## src/rtl/key_scan_pkg.sv

```systemverilog
// Shared constants, FSM state type and key-map helpers for the 4x4 keypad scanner.
package key_scan_pkg;

    localparam logic [3:0] KEY_CLEAR  = 4'hA;
    localparam logic [3:0] KEY_COMMIT = 4'hB;
    localparam logic [3:0] ROW_RESET  = 4'b1110;

    typedef enum logic {IDLE, HELD} key_state_e;

    function automatic logic [4:0] key_count(input logic [15:0] map);
        logic [4:0] n;
        n = 5'd0;
        for (int i = 0; i < 16; i++) begin
            n = n + {4'd0, map[i]};
        end
        return n;
    endfunction

    // Only meaningful when exactly one bit of map is set.
    function automatic logic [3:0] key_index(input logic [15:0] map);
        logic [3:0] idx;
        idx = 4'd0;
        for (int i = 0; i < 16; i++) begin
            if (map[i]) begin
                idx = 4'(i);
            end
        end
        return idx;
    endfunction

endpackage

```

## src/rtl/key_scan_if.sv

```systemverilog
// Keypad pins plus key report / BCD entry outputs of the keypad scanner.
interface key_scan_if;
    logic [3:0]  col_n;
    logic [3:0]  row_n;
    logic        key_valid;
    logic [3:0]  key_code;
    logic [23:0] entry;
    logic        commit;

    modport master (
        input  col_n,
        output row_n, key_valid, key_code, entry, commit
    );

    modport slave (
        output col_n,
        input  row_n, key_valid, key_code, entry, commit
    );
endinterface

```

## src/rtl/key_map_debounce.sv

```systemverilog
// Accepts a new 16-key map only after it has been seen in DEBOUNCE_FRAMES consecutive frames.
module key_map_debounce #(
    parameter int unsigned DEBOUNCE_FRAMES = 20
) (
    input  logic        clk,
    input  logic        rst,
    input  logic        frame_done,
    input  logic [15:0] frame_map,
    output logic [15:0] deb_map
);

    localparam logic [7:0] STABLE_MAX = 8'(DEBOUNCE_FRAMES - 1);

    logic [15:0] prev_map;
    logic [7:0]  stable_cnt;

    always_ff @(posedge clk or posedge rst) begin
        if (rst) begin
            prev_map   <= 16'd0;
            stable_cnt <= 8'd0;
            deb_map    <= 16'd0;
        end else if (frame_done) begin
            prev_map <= frame_map;
            if (frame_map == prev_map) begin
                // Saturation keeps a long-stable map from being reloaded.
                if (stable_cnt != STABLE_MAX) begin
                    stable_cnt <= stable_cnt + 8'd1;
                    if (stable_cnt + 8'd1 == STABLE_MAX) begin
                        deb_map <= frame_map;
                    end
                end
            end else begin
                stable_cnt <= 8'd0;
            end
        end
    end

endmodule

```

## src/rtl/key_scan.sv

```systemverilog
// 4x4 keypad scanner: row strobe, debounced key map, single-key reports and BCD entry word.
module key_scan
    import key_scan_pkg::*;
#(
    parameter int unsigned SCAN_CNT_MAX    = 1000,
    parameter int unsigned DEBOUNCE_FRAMES = 20
) (
    input logic        clk,
    input logic        rst,
    key_scan_if.master bus
);

    localparam logic [9:0] CNT_LAST = 10'(SCAN_CNT_MAX - 1);

    logic [3:0]  col_meta;
    logic [3:0]  col_sync;
    logic [9:0]  cnt;
    logic [1:0]  row;
    logic [15:0] raw_map;
    logic [15:0] frame_map;
    logic [15:0] deb_map;
    logic        sample;
    logic        frame_done;
    logic [4:0]  n_keys;
    logic [3:0]  idx;
    key_state_e  state;

    always_ff @(posedge clk or posedge rst) begin
        if (rst) begin
            col_meta <= 4'b1111;
            col_sync <= 4'b1111;
        end else begin
            col_meta <= bus.col_n;
            col_sync <= col_meta;
        end
    end

    assign sample     = (cnt == CNT_LAST);
    assign frame_done = sample && (row == 2'd3);
    // Row 3 lands in raw_map one cycle late, so splice the live sample in.
    assign frame_map  = {~col_sync, raw_map[11:0]};

    always_ff @(posedge clk or posedge rst) begin
        if (rst) begin
            cnt        <= 10'd0;
            row        <= 2'd0;
            raw_map    <= 16'd0;
            bus.row_n  <= ROW_RESET;
        end else if (sample) begin
            cnt                         <= 10'd0;
            raw_map[{row, 2'b00} +: 4]  <= ~col_sync;
            bus.row_n                   <= {bus.row_n[2:0], bus.row_n[3]};
            row                         <= row + 2'd1;
        end else begin
            cnt <= cnt + 10'd1;
        end
    end

    key_map_debounce #(
        .DEBOUNCE_FRAMES(DEBOUNCE_FRAMES)
    ) u_debounce (
        .clk       (clk),
        .rst       (rst),
        .frame_done(frame_done),
        .frame_map (frame_map),
        .deb_map   (deb_map)
    );

    assign n_keys = key_count(deb_map);
    assign idx    = key_index(deb_map);

    always_ff @(posedge clk or posedge rst) begin
        if (rst) begin
            state         <= IDLE;
            bus.key_valid <= 1'b0;
            bus.key_code  <= 4'd0;
            bus.entry     <= 24'd0;
            bus.commit    <= 1'b0;
        end else begin
            bus.key_valid <= 1'b0;
            bus.commit    <= 1'b0;
            unique case (state)
                IDLE: begin
                    if (n_keys == 5'd1) begin
                        bus.key_valid <= 1'b1;
                        bus.key_code  <= idx;
                        state         <= HELD;
                        if (idx <= 4'd9) begin
                            bus.entry <= {bus.entry[19:0], idx};
                        end else if (idx == KEY_CLEAR) begin
                            bus.entry <= 24'd0;
                        end else if (idx == KEY_COMMIT) begin
                            bus.commit <= 1'b1;
                        end
                    end
                end
                HELD: begin
                    // No rollover: only a fully released keypad re-arms.
                    if (deb_map == 16'd0) begin
                        state <= IDLE;
                    end
                end
                default: state <= IDLE;
            endcase
        end
    end

endmodule

```

## src/flat_wrapper.sv

```systemverilog
// flat-port wrapper written by rule: the top's interface ports become plain ports
module key_scan_flat import key_scan_pkg::*;
#(
    parameter int unsigned SCAN_CNT_MAX    = 1000,
    parameter int unsigned DEBOUNCE_FRAMES = 20
)
  (clk, rst, bus_col_n, bus_row_n, bus_key_valid, bus_key_code, bus_entry, bus_commit);
  key_scan_if bus_i ();
  input logic clk;
  input logic rst;
  input wire logic [$bits(bus_i.col_n)-1:0] bus_col_n;
  output wire logic [$bits(bus_i.row_n)-1:0] bus_row_n;
  output wire logic [$bits(bus_i.key_valid)-1:0] bus_key_valid;
  output wire logic [$bits(bus_i.key_code)-1:0] bus_key_code;
  output wire logic [$bits(bus_i.entry)-1:0] bus_entry;
  output wire logic [$bits(bus_i.commit)-1:0] bus_commit;
  assign bus_i.col_n = bus_col_n;
  assign bus_row_n = bus_i.row_n;
  assign bus_key_valid = bus_i.key_valid;
  assign bus_key_code = bus_i.key_code;
  assign bus_entry = bus_i.entry;
  assign bus_commit = bus_i.commit;
  key_scan #(.SCAN_CNT_MAX(SCAN_CNT_MAX), .DEBOUNCE_FRAMES(DEBOUNCE_FRAMES)) u_core (.clk(clk), .rst(rst), .bus(bus_i));
endmodule
```

## config.mk

```make
export PLATFORM = sky130hd
export DESIGN_NAME = key_scan_flat
export DESIGN_NICKNAME = d
export VERILOG_FILES = /design/src/rtl/key_scan_pkg.sv /design/src/rtl/key_scan_if.sv /design/src/rtl/key_map_debounce.sv /design/src/rtl/key_scan.sv /design/src/flat_wrapper.sv
export SDC_FILE = /design/constraint.sdc
export NUM_CORES = 1
export LEC_CHECK = 0
export ABC_AREA = 1
export CORE_MARGIN = 10
export CORE_UTILIZATION = 27
export CTS_BUF_LIST = sky130_fd_sc_hd__clkbuf_2
export DETAILED_ROUTE_END_ITERATION = 8
export MAX_ROUTING_LAYER = met4
export PLACE_DENSITY = 0.48
export SYNTH_ARGS = -nofsm -noshare
export SYNTH_HDL_FRONTEND = slang
export SYNTH_SLANG_ARGS = --single-unit
```

## constraint.sdc

```tcl
create_clock -name clk -period 4.46 [get_ports clk]
set_input_delay 0.892 -clock clk [delete_from_list [all_inputs] [get_ports clk]]
set_output_delay 0.892 -clock clk [all_outputs]
set_load 0.05 [all_outputs]
```

==> results.py, run 1 <==
metrics = {
    "global_route": {
        "antenna_found_initial": 0,
        "grt_usage_pct": 9.33,
        "grt_pass1_wl_um": 19700,
        "grt_start_max_net_pins": 69,
        "grt_overflow": 0,
        "grt_pass1_vias": 3937,
    },
    "critical_path": {
        "cp-start-kind": "flip-flop",
        "crit_path_end_kind": "flip-flop",
        "path_cells": "inv_1 > ha_1 > inv_1 > fa_1 > inv_1 > fa_1 > fa_1 > inv_1 > fa_1 > inv_2 > fa_2 > fa_2 > nor4_2 > nand2_1 > nor2_4 > nand2_4 > clkbuf_16 > nand2_2 > nand2_1",
        "crit_slowest_cell": "fa_1",
        "cp_num_buf_inv": 6,
        "arrival_ps": 5240,
        "cp.required_ps": 4990,
        "cp_top_family": "adder cells",
        "criticalPathCategory": "flip-flop to flip-flop",
        "crit_fanout": 6,
        "critPathMaxStageDelay_ps": 500,
    },
    "timing": {
        "min_period_over_period_pct": 106,
        "fin_skew_ps": 44.8,
        "layout_setup_ws_ps": -246,
        "hold_violations": 0,
        "fin_setup_tns_ps": -5190,
        "fmax_mhz": 212,
        "relSlewSlack_pct": 39.9,
        "fin_crit_ps": 4710,
        "final_max_slew_viol_count": 0,
        "rsz0062_at_grt": "yes",
        "setup_viol": 30,
        "worst_pin_slew_ps": 899,
    },
    "cts": {
        "cts_tree": "done",
        "path_clk_slew_ps": 310,
        "clock_path_buffers": 2,
        "cts_max_level": 3,
        "clock_latency_ps": 620,
        "cts-root-buf": "clkbuf_2",
        "cts_made_buffers": 9,
        "holdBufCountCts": 0,
        "clock_sinks": 107,
    },
    "placement": {
        "post-place-ws_ps": -178,
        "post_dp_cell_area_mm2": 0.00611,
        "place_hpwl_um": 8430,
        "place.gp.congestion": 0.841,
        "placedCellCount": 892,
        "portBuffers": 39,
    },
    "die": {
        "coreArea_mm2": 0.0195,
        "die_y_um": 161,
        "die_w_um": 161,
        "fp.dieArea_mm2": 0.0259,
        "ioPinCount": 40,
        "floorplan.rows": 51,
        "start_util_pct": 27.5,
    },
    "yosys": {
        "synthesis.area_mm2": 0.00537,
        "synthesis.nets": 624,
        "ys_ff_latch": 107,
        "async_flop_share_pct": 100,
        "synth_edf_count": 0,
        "synth_top_area_share_pct": 44.7,
        "synth_top_cell_by_area": "dfrtp_1",
        "synthTopCellsByArea": "dfrtp_1, nand2_1, dfstp_2, inv_1, fa_1",
        "synth.cells.most_frequent": "nand2_1, dfrtp_1, inv_1",
        "synth_area_per_cell_um2": 9.05,
        "ys_types": 36,
        "yosysSeqAreaShare_pct": 50.1,
        "postSynthCellCount": 593,
        "yosysWarnings": 0,
        "yosysMostFrequentCell": "nand2_1",
        "ys.flop_type": "dfrtp_1",
    },
    "layout": {
        "fin_cells": 914,
        "fill_cells": 2053,
        "drive_gt1_share_pct": 15.3,
        "multi_input_area_mm2": 0.00239,
        "regArea_mm2": 0.00269,
        "syn_to_final_growth_pct": 18.9,
        "diodes": 0,
        "final_cell_area_mm2": 0.00638,
        "utilization_pct": 32.7,
        "fin_nets": 675,
    },
    "routing": {
        "drc_errors": 0,
        "vias": 3989,
        "wl_um": 11800,
        "drt_pass1_iterations": 4,
        "wire_per_inst_um": 12.9,
        "drt_iter0_drc": 180,
        "ant_nets": 0,
        "routed_via_density": 4.36,
    },
    "power": {
        "clkPwrFrac_pct": 32.0,
        "p_per_area_mw_per_mm2": 233,
        "p_switching_w": 0.000364,
        "seqPwrFrac_pct": 66.1,
        "power_leakage_nw": 2.91,
        "irDropWorstVdd_mv": 0.174,
        "swShare_pct": 24.5,
        "power_frac_comb_pct": 1.9,
        "power.internal_w": 0.00113,
    },
    "outcome": {
        "violations": "setup timing",
        "status": "finished with violations",
    },
    "job": {
        "max_cap_violations": 0,
    },
    "hold_path": {
        "hp-class": "flip-flop to flip-flop",
    },
}
-- layout by cell type (no fill, tap or decap), types with 11 or more instances in the layout --
cell type	count
dfstp_2	11
nand3_1	18
dfrtp_1	96
nand2_1	167
ha_1	15
buf_4	13
o21ai_2	17
inv_1	68
nor2_1	25
nand3b_1	20
nand2_2	14
o21ai_0	33
clkdlybuf4s50_1	39
-- power by group through the flow --
stage | Sequential [W] | Clock (W) | Combinational [W]
global route | 0.000987 | 0.000545 | 0.0000340
finish | 0.000985 | 0.000476 | 0.0000283
detailed placement | 0.00100 | 0 | 0.0000308
global placement | 0.00100 | 0 | 0.0000300
CTS | 0.000986 | 0.000511 | 0.0000309
floorplan | 0.000998 | 0 | 0.0000169
-- kinds of logic (layout without fill, tap and decap cells) --
group	after synthesis	count (layout)	synth area share, %
and+or+nand+nor	283	283	24.3
DFF	107	107	50.1
buffers and inverters	88	144	6.71
AOI/OAI and AO/OA	73	73	8.88
adders and majority gates	25	25	7.22
xor gates and xnor gates	17	17	2.77
-- through the flow --
step	hold WS, ps	power, W
5_1_grt	376	0.00157
4_1_cts	376	0.00153
3_5_place_dp	347	0.00103
6_report	377	0.00149
2_1_floorplan	345	0.00101
3_3_place_gp	345	0.00103
-- layer usage --
| metal | GRT usage (%) | share of wire (%) | up-vias |
|---|---|---|---|
| met5 | - | 0 | - |
| li1 | - | - | 1989 |
| met1 | 11.7 | 48 | 1921 |
| met3 | 2.72 | 4.2 | 8 |
| met2 | 14.4 | 46 | 71 |
| met4 | 2.65 | 1.1 | 0 |
-- sequential cells by signal (all words and copies together) (netlist names) --
register	flops
u_core.bus.entry	24
u_core.u_debounce.deb_map	16
u_core.u_debounce.prev_map	16
u_core.raw_map	12
u_core.cnt	10
u_core.u_debounce.stable_cnt	8
u_core.bus.key_code	4
u_core.bus.row_n	4
u_core.col_meta	4
u_core.col_sync	4
u_core.row	2
u_core.bus.commit	1
u_core.bus.key_valid	1
u_core.state	1
-- timing repair --
action | 4_1_cts | 5_1_grt
pin swaps | 3 | 3
cloned | 0 | 2
gates resized for setup | 4 | 21
setup buffers | 2 | 3
setup endpoints to repair | 30 | 31
-- worst paths after layout --
kind,from,end,slack [ps],cells past startpoint
min reg2reg,u_core.col_meta[0],u_core.col_sync[0],380,0
min,u_core.col_meta[0],u_core.col_sync[0],380,0
min in group asynchronous,rst,u_core.bus.entry[9],720,2
max,u_core.u_debounce.deb_map[1],u_core.bus.entry[5],-250,19
max in group asynchronous,rst,u_core.bus.row_n[2],2840,3
max reg2reg,u_core.u_debounce.deb_map[1],u_core.bus.entry[5],-250,19
-- area by class of cell --
| class | instances | share of cell area [%] |
|---|---|---|
| Inverter | 72 | 4.35 |
| Multi-Input combinational cell | 398 | 37.5 |
| Tap cell | 265 | 5.19 |
| Clock buffer | 10 | 0.784 |
| Clock inverter | 6 | 1.10 |
| Sequential cell | 107 | 42.2 |
| Timing Repair Buffer | 56 | 8.92 |
(Power assumes the default switching activity.)
==> inputs of run 2 (changes only) <==
--- a/config.mk
+++ b/config.mk
@@ -12,6 +12,7 @@
 export DETAILED_ROUTE_END_ITERATION = 8
 export MAX_ROUTING_LAYER = met4
 export PLACE_DENSITY = 0.48
+export SETUP_SLACK_MARGIN = 0.02
 export SYNTH_ARGS = -nofsm -noshare
 export SYNTH_HDL_FRONTEND = slang
 export SYNTH_SLANG_ARGS = --single-unit
==> results of run 2 <==
The final DEF is identical to that of run 1; final timing and power are the same.
